**config.mk**
```make
export PLATFORM = sky130hd
export DESIGN_NAME = sweep_pairer_flat
export DESIGN_NICKNAME = d
export VERILOG_FILES = /design/src/rtl/sweep_pairer_if.sv /design/src/rtl/sweep_pairer.sv /design/src/flat_wrapper.sv
export SDC_FILE = /design/constraint.sdc
export NUM_CORES = 1
export LEC_CHECK = 0
export CAP_MARGIN = 10
export CORE_UTILIZATION = 55
export DETAILED_ROUTE_END_ITERATION = 7
export GPL_ROUTABILITY_DRIVEN = 0
export PLACE_DENSITY_LB_ADDON = 0.05
export SLEW_MARGIN = 20
export SYNTH_ARGS = -nofsm -noshare
export SYNTH_HDL_FRONTEND = slang
export SYNTH_SLANG_ARGS = --single-unit
```
**constraint.sdc**
```tcl
create_clock -name Slow_clk -period 12.8 [get_ports Slow_clk]
set_input_delay 2.56 -clock Slow_clk [delete_from_list [all_inputs] [get_ports Slow_clk]]
set_output_delay 2.56 -clock Slow_clk [all_outputs]
set_load 0.05 [all_outputs]
```
**src/rtl/sweep_pairer_if.sv**
```systemverilog
// sweep_pairer_if: pulse input stream and paired-record output stream of the sweep pairer
interface sweep_pairer_if;
    logic        io_pulseIn_valid;
    logic        io_pulseIn_ready;
    logic [16:0] io_pulseIn_payload_offset;
    logic [5:0]  io_pulseIn_payload_npoly;
    logic [23:0] io_pulseIn_payload_pulse_timestamp;
    logic [15:0] io_pulseIn_payload_pulse_width;
    logic [16:0] io_pulseIn_payload_beamWord;
    logic [1:0]  io_pulseIn_payload_id;
    logic        io_pairOut_valid;
    logic        io_pairOut_ready;
    logic [4:0]  io_pairOut_payload_npoly;
    logic [1:0]  io_pairOut_payload_id;
    logic [23:0] io_pairOut_payload_sweep1;
    logic [23:0] io_pairOut_payload_sweep2;

    modport master (
        output io_pulseIn_valid, io_pulseIn_payload_offset, io_pulseIn_payload_npoly,
               io_pulseIn_payload_pulse_timestamp, io_pulseIn_payload_pulse_width,
               io_pulseIn_payload_beamWord, io_pulseIn_payload_id, io_pairOut_ready,
        input  io_pulseIn_ready, io_pairOut_valid, io_pairOut_payload_npoly,
               io_pairOut_payload_id, io_pairOut_payload_sweep1, io_pairOut_payload_sweep2
    );

    modport slave (
        input  io_pulseIn_valid, io_pulseIn_payload_offset, io_pulseIn_payload_npoly,
               io_pulseIn_payload_pulse_timestamp, io_pulseIn_payload_pulse_width,
               io_pulseIn_payload_beamWord, io_pulseIn_payload_id, io_pairOut_ready,
        output io_pulseIn_ready, io_pairOut_valid, io_pairOut_payload_npoly,
               io_pairOut_payload_id, io_pairOut_payload_sweep1, io_pairOut_payload_sweep2
    );
endinterface

```
**src/rtl/sweep_pairer.sv**
```systemverilog
// sweep_pairer: pairs two back-projected sweeps of one rotor revolution; SWEEP_PAIRER_STATS_EN adds drop/orphan counters
module sweep_pairer #(
    parameter int          BIT_SHIFT = 3,
    parameter logic [23:0] MAX_GAP   = 24'd20000
) (
    input  logic               Slow_clk,
    input  logic               Slow_resetn,
    sweep_pairer_if.slave      bus,
    output logic [15:0]        io_dropCount,
    output logic [15:0]        io_orphanCount
);
    typedef enum logic [1:0] {IDLE, HOLD, EMIT} state_t;

    state_t      state_q;
    logic [5:0]  p_npoly_q;
    logic [1:0]  p_id_q;
    logic [23:0] p_t_q;
    logic [23:0] age_q;
    logic        valid_q;
    logic [4:0]  o_npoly_q;
    logic [1:0]  o_id_q;
    logic [23:0] o_s1_q;
    logic [23:0] o_s2_q;

    logic        acc;
    logic        ident;
    logic        hit;
    logic        expire;
    logic [23:0] off_sh;
    logic [23:0] t;
    logic [23:0] delta;
    logic        unused;

    // Ready is gated by reset so nothing is taken while the block is being cleared.
    assign bus.io_pulseIn_ready = Slow_resetn && (state_q != EMIT);
    assign acc    = bus.io_pulseIn_valid && bus.io_pulseIn_ready;
    assign ident  = bus.io_pulseIn_payload_npoly != 6'h3F;
    assign off_sh = {7'd0, bus.io_pulseIn_payload_offset} << BIT_SHIFT;
    assign t      = bus.io_pulseIn_payload_pulse_timestamp - off_sh;
    assign delta  = t - p_t_q;
    assign hit    = (bus.io_pulseIn_payload_npoly == p_npoly_q) && (bus.io_pulseIn_payload_id == p_id_q)
                    && (delta != 24'd0) && (delta <= MAX_GAP);
    assign expire = (age_q + 24'd1) == MAX_GAP;
    assign unused = ^{bus.io_pulseIn_payload_pulse_width, bus.io_pulseIn_payload_beamWord};

    assign bus.io_pairOut_valid         = valid_q;
    assign bus.io_pairOut_payload_npoly = o_npoly_q;
    assign bus.io_pairOut_payload_id    = o_id_q;
    assign bus.io_pairOut_payload_sweep1 = o_s1_q;
    assign bus.io_pairOut_payload_sweep2 = o_s2_q;

    // Pairing FSM: capture a pending sweep, pair or replace it, age it out, then hold the record until taken.
    always_ff @(posedge Slow_clk) begin
        if (!Slow_resetn) begin
            state_q   <= IDLE;
            p_npoly_q <= '0;
            p_id_q    <= '0;
            p_t_q     <= '0;
            age_q     <= '0;
            valid_q   <= 1'b0;
            o_npoly_q <= '0;
            o_id_q    <= '0;
            o_s1_q    <= '0;
            o_s2_q    <= '0;
        end else begin
            case (state_q)
                IDLE: if (acc && ident) begin
                    p_npoly_q <= bus.io_pulseIn_payload_npoly;
                    p_id_q    <= bus.io_pulseIn_payload_id;
                    p_t_q     <= t;
                    age_q     <= '0;
                    state_q   <= HOLD;
                end
                HOLD: if (acc && ident) begin
                    if (hit) begin
                        o_npoly_q <= p_npoly_q[4:0];
                        o_id_q    <= p_id_q;
                        o_s1_q    <= p_t_q;
                        o_s2_q    <= t;
                        valid_q   <= 1'b1;
                        state_q   <= EMIT;
                    end else begin
                        p_npoly_q <= bus.io_pulseIn_payload_npoly;
                        p_id_q    <= bus.io_pulseIn_payload_id;
                        p_t_q     <= t;
                        age_q     <= '0;
                    end
                end else if (expire) begin
                    age_q   <= '0;
                    state_q <= IDLE;
                end else begin
                    age_q <= age_q + 24'd1;
                end
                EMIT: if (bus.io_pairOut_ready) begin
                    valid_q <= 1'b0;
                    state_q <= IDLE;
                end
                default: state_q <= IDLE;
            endcase
        end
    end

`ifdef SWEEP_PAIRER_STATS_EN
    logic [15:0] drop_q, drop_d, orphan_q, orphan_d;
    logic        drop_ev, orphan_ev;

    // Saturating next values for the discard statistics.
    always_comb begin
        drop_ev   = acc && !ident;
        orphan_ev = (state_q == HOLD) && ((acc && ident) ? !hit : expire);
        drop_d    = drop_q + {15'd0, drop_ev && !(&drop_q)};
        orphan_d  = orphan_q + {15'd0, orphan_ev && !(&orphan_q)};
    end

    // Statistics registers.
    always_ff @(posedge Slow_clk) begin
        if (!Slow_resetn) begin
            drop_q   <= '0;
            orphan_q <= '0;
        end else begin
            drop_q   <= drop_d;
            orphan_q <= orphan_d;
        end
    end

    assign io_dropCount   = drop_q;
    assign io_orphanCount = orphan_q;
`else
    assign io_dropCount   = 16'h0000;
    assign io_orphanCount = 16'h0000;
`endif
endmodule

```
**src/flat_wrapper.sv**
```systemverilog
// flat-port wrapper written by rule: the top's interface ports become plain ports
module sweep_pairer_flat 
#(
    parameter int          BIT_SHIFT = 3,
    parameter logic [23:0] MAX_GAP   = 24'd20000
)
  (Slow_clk, Slow_resetn, io_dropCount, io_orphanCount, bus_io_pulseIn_valid, bus_io_pulseIn_payload_offset, bus_io_pulseIn_payload_npoly, bus_io_pulseIn_payload_pulse_timestamp, bus_io_pulseIn_payload_pulse_width, bus_io_pulseIn_payload_beamWord, bus_io_pulseIn_payload_id, bus_io_pairOut_ready, bus_io_pulseIn_ready, bus_io_pairOut_valid, bus_io_pairOut_payload_npoly, bus_io_pairOut_payload_id, bus_io_pairOut_payload_sweep1, bus_io_pairOut_payload_sweep2);
  sweep_pairer_if bus_i ();
  input  logic Slow_clk;
  input  logic Slow_resetn;
  output logic [15:0] io_dropCount;
  output logic [15:0] io_orphanCount;
  input wire logic [$bits(bus_i.io_pulseIn_valid)-1:0] bus_io_pulseIn_valid;
  input wire logic [$bits(bus_i.io_pulseIn_payload_offset)-1:0] bus_io_pulseIn_payload_offset;
  input wire logic [$bits(bus_i.io_pulseIn_payload_npoly)-1:0] bus_io_pulseIn_payload_npoly;
  input wire logic [$bits(bus_i.io_pulseIn_payload_pulse_timestamp)-1:0] bus_io_pulseIn_payload_pulse_timestamp;
  input wire logic [$bits(bus_i.io_pulseIn_payload_pulse_width)-1:0] bus_io_pulseIn_payload_pulse_width;
  input wire logic [$bits(bus_i.io_pulseIn_payload_beamWord)-1:0] bus_io_pulseIn_payload_beamWord;
  input wire logic [$bits(bus_i.io_pulseIn_payload_id)-1:0] bus_io_pulseIn_payload_id;
  input wire logic [$bits(bus_i.io_pairOut_ready)-1:0] bus_io_pairOut_ready;
  output wire logic [$bits(bus_i.io_pulseIn_ready)-1:0] bus_io_pulseIn_ready;
  output wire logic [$bits(bus_i.io_pairOut_valid)-1:0] bus_io_pairOut_valid;
  output wire logic [$bits(bus_i.io_pairOut_payload_npoly)-1:0] bus_io_pairOut_payload_npoly;
  output wire logic [$bits(bus_i.io_pairOut_payload_id)-1:0] bus_io_pairOut_payload_id;
  output wire logic [$bits(bus_i.io_pairOut_payload_sweep1)-1:0] bus_io_pairOut_payload_sweep1;
  output wire logic [$bits(bus_i.io_pairOut_payload_sweep2)-1:0] bus_io_pairOut_payload_sweep2;
  assign bus_i.io_pulseIn_valid = bus_io_pulseIn_valid;
  assign bus_i.io_pulseIn_payload_offset = bus_io_pulseIn_payload_offset;
  assign bus_i.io_pulseIn_payload_npoly = bus_io_pulseIn_payload_npoly;
  assign bus_i.io_pulseIn_payload_pulse_timestamp = bus_io_pulseIn_payload_pulse_timestamp;
  assign bus_i.io_pulseIn_payload_pulse_width = bus_io_pulseIn_payload_pulse_width;
  assign bus_i.io_pulseIn_payload_beamWord = bus_io_pulseIn_payload_beamWord;
  assign bus_i.io_pulseIn_payload_id = bus_io_pulseIn_payload_id;
  assign bus_i.io_pairOut_ready = bus_io_pairOut_ready;
  assign bus_io_pulseIn_ready = bus_i.io_pulseIn_ready;
  assign bus_io_pairOut_valid = bus_i.io_pairOut_valid;
  assign bus_io_pairOut_payload_npoly = bus_i.io_pairOut_payload_npoly;
  assign bus_io_pairOut_payload_id = bus_i.io_pairOut_payload_id;
  assign bus_io_pairOut_payload_sweep1 = bus_i.io_pairOut_payload_sweep1;
  assign bus_io_pairOut_payload_sweep2 = bus_i.io_pairOut_payload_sweep2;
  sweep_pairer #(.BIT_SHIFT(BIT_SHIFT), .MAX_GAP(MAX_GAP)) u_core (.Slow_clk(Slow_clk), .Slow_resetn(Slow_resetn), .bus(bus_i), .io_dropCount(io_dropCount), .io_orphanCount(io_orphanCount));
endmodule
```
==> key figures <==
Logic synthesis
  – Seq/Total Area, Yosys: 0.3008
  – Top cells by area, synth: dfxtp_1 (30%), mux2i_1 (11%), nand2_1 (8.2%), ha_1 (6.8%), buf_4 (3.7%)
  – Yosys top cell area share: 0.3008
  – Simple-gate area share of the yosys netlist: 0.2244
  – Number of synthesized flops with an enable pin: 0
  – Synth Cell Area: 7587 µm²
  – FFs w/ async S/R, synth: 0
  – Mux cell area share after synthesis: 0.1135
  – Xor-xnor portion of the synthesized cell area: 0.04387
  – YS warnings: 0
  – Complex-gate fraction of the synthesized area: 0.1527
  – #FFs+latches synth: 114
  – Post-Synthesis Cells: 951
  – Synth cell types: 73
  – Main synth FF type: dfxtp_1
  – Syn avg cell area: 7.978 µm²
  – Adder-cell share of the synthesized area: 0.07025
  – Largest family of logic cells by synthesized area: simple AND/OR/NAND/NOR gates
  – Area leader, netlist: dfxtp_1

Die
  – Die H: 119.5 µm
  – Row cnt: 42
  – Core Box Area: 13,350 µm²
  – Ports: 175
  – Die X: 119.5 µm
  – Initial core utilization: 0.5684
  – Die Area: 14,270 µm²

Worst setup path
  – Crit-path max FO: 46
  – Crit path capture: u_core.bus.io_pairOut_payload_sweep1[0]
  – Worst Path Required: 13.14 ns
  – Worst Setup SP: bus_io_pulseIn_payload_offset[1]
  – Worst setup EP type: register
  – Worst path arrival time: 8.71 ns
  – Crit path launch type: primary input
  – Reg-to-reg endpoint: u_core.bus.io_pairOut_payload_sweep1[0]
  – Worst reg-to-reg setup slack: 8.28 ns
  – CP Class: in -> reg
  – R2r startpoint: u_core.p_t_q[1]
  – Worst R2R Path Depth: 13

Placed design
  – HPWL after DPL: 12,570 µm
  – IO Port Bufs: 109
  – Pre-CTS setup slack: 4.024 ns

GRT
  – Pin count of the biggest net entering global routing: 86
  – Initial antenna violation count: 0
  – Global route overflow: 0
  – First-pass GRT wire length: 29,300 µm
  – All-Layer GR Usage: 0.2529
  – Vias in the first global route: 6,264

CTS
  – CTS Buffer Depth: 2
  – Clock Root Buffer: clkbuf_16
  – Register clock-pin slew on the reported worst setup and hold paths: 0.05 ns
  – CTS sink count: 114
  – CTS buffer count: 17
  – Post-CTS Resized: 0
  – H-tree Lvls: 4
  – CTS tree: yes
  – Post-CTS Setup Inserts: 0
  – Clock Latency Late Sink: 0.41 ns
  – CTS Hold Bufs: 0

Detailed routing
  – DR vias: 6,748
  – Final wirelength: 17,390 µm
  – DR vias/cell: 5.504
  – Drt initial violations: 418
  – DRC viols: 0
  – Routed wire per std cell: 14.18 µm
  – First-pass DRT Iterations: 5
  – Antenna viol nets, final: 0

Cells and area
  – Area delta synth->final: 20.68%
  – ANT cells: 0
  – Commonest non-fill, non-tap cell in the layout: nand2_1
  – Post-layout nets: 1,167
  – Layout cell share with drive strength beyond 1: 0.05333
  – Most frequent cells in the layout: nand2_1 (165), dfxtp_1 (114), clkdlybuf4s50_1 (108), mux2i_1 (86), inv_1 (69)

STA
  – Final setup fails: 0
  – Final period util: 0.6542
  – RSZ-0062 raised after global routing: no
  – Tmin final: 8.373 ns
  – Clock Skew: 0.006333 ns
  – TNS Setup: 0 ns
  – Slew Viols, Final: 0
  – Final worst slack: 4.427 ns
  – Final hold slack: 0.4546 ns
  – Worst-Margin Slew: 1.075 ns
  – Final hold violations: 0
  – Peak Freq: 119.4 MHz
  – Slew margin rel.: 0.2813

Run status
  – Status: complete, no violations

Pwr
  – Cell Pwr Density: 122.9 nW/µm²
  – Max IR drop VDD: 0.09165 mV
  – Static Leak: 3.527 nW

Flow run
  – Max-Cap Viols: 0

Worst hold path
  – Hold crit path type: reg -> reg
[critical path: stages]
cell and delay, ns:
clkdlybuf4s50_1 0.50, inv_1 0.05, ha_1 0.26, nor2b_1 0.13, o21ai_0 0.19, a21oi_1 0.16, o21ai_0 0.63, o2111ai_1 0.28
a31oi_1 0.28, o21bai_1 0.10, xnor2_1 0.20, ha_1 0.31, a21o_1 0.17, a21o_1 0.18, o21ai_0 0.15, nor2b_1 0.19
xnor2_1 0.15, xnor2_1 0.08, nor3b_1 0.30, o21ai_0 0.19, nor3_4 0.55, buf_4 0.76, mux2i_1 0.26
[flip-flops by register name, summed over array words and instances (netlist names)]
| register | flops |
|---|---|
| u_core.bus.io_pairOut_payload_id | 2 |
| u_core.bus.io_pairOut_valid | 1 |
| u_core.bus.io_pairOut_payload_sweep1 | 24 |
| u_core.p_t_q | 24 |
| u_core.age_q | 24 |
| u_core.bus.io_pairOut_payload_sweep2 | 24 |
| u_core.p_npoly_q | 6 |
| u_core.p_id_q | 2 |
| u_core.state_q | 2 |
| u_core.bus.io_pairOut_payload_npoly | 5 |
[power by group]
group	total [W]	internal, W	leakage, nW	switching, W
Sequential	0.000369	0.000364	0.924	0.00000498
Combinational	0.000301	0.000119	2.33	0.000182
Clock	0.000456	0.000293	0.274	0.000163
Total	0.00113	0.000776	3.53	0.000350
[worst min path at each step]
| stage | from | endpoint | cells after the start |
|---|---|---|---|
| 3_3_place_gp | u_core.bus.io_pairOut_payload_sweep1[20] | u_core.bus.io_pairOut_payload_sweep1[20] | 2 |
| 6_report | u_core.bus.io_pairOut_payload_sweep1[5] | u_core.bus.io_pairOut_payload_sweep1[5] | 2 |
| 3_5_place_dp | u_core.bus.io_pairOut_payload_sweep1[22] | u_core.bus.io_pairOut_payload_sweep1[22] | 2 |
| 4_1_cts | u_core.bus.io_pairOut_payload_sweep1[19] | u_core.bus.io_pairOut_payload_sweep1[19] | 2 |
| 2_1_floorplan | u_core.p_t_q[18] | u_core.p_t_q[18] | 2 |
| 5_1_grt | u_core.bus.io_pairOut_payload_sweep2[2] | u_core.bus.io_pairOut_payload_sweep2[2] | 2 |
[cell type report]
cell class                      instances  area (µm²)
Clock buffer                           20       456.7
Clock inverter                         10       111.4
Fill cell                            1181        4192
Inverter                               69       259.0
Multi-Input combinational cell        725        4716
Sequential cell                       114        2282
Tap cell                              176       220.2
Timing Repair Buffer                  112        1111
[per-stage QoR]
stage	cell area (µm²)	cells	total power [W]	util
floorplan	7704	982	0.0006169	-
global placement	8587	1196	0.0006695	0.6433
detailed placement	8587	1196	0.0006733	0.6433
CTS	9155	1226	0.001132	0.6859
global route	9156	1226	0.001187	0.6860
finish	9156	1226	0.001126	0.6860
[synthesized netlist by cell type, types with 11 or more instances]
master,n
nand2_1,165
dfxtp_1,114
mux2i_1,86
inv_1,69
nor2_1,44
ha_1,41
buf_4,37
o21ai_0,31
xnor2_1,29
a21oi_1,27
clkbuf_1,26
nand3_1,26
o21ai_1,18
nor3_1,17
and3_1,15
nand4_1,14
nor2b_1,14
o21a_1,13
a31oi_1,12
nor4_1,11
[kinds of logic (layout without fill, tap and decap cells)]
| kind of cell | after synthesis | in the layout |
|---|---|---|
| compound gates | 172 | 172 |
| xor+xnor | 38 | 38 |
| fa+ha+maj | 42 | 42 |
| buf+inv | 143 | 211 |
| flops | 114 | 114 |
| mux | 86 | 86 |
| other cells | 1 | 32 |
| simple gates | 355 | 355 |
[metal layers]
layer  routed length (µm)  track usage
met3                  670      0.05460
met1                 7987       0.3177
met4                  251      0.08203
met2                 8479       0.4277
met5                    0            0
Note: power is estimated with default switching activity, not from simulation.
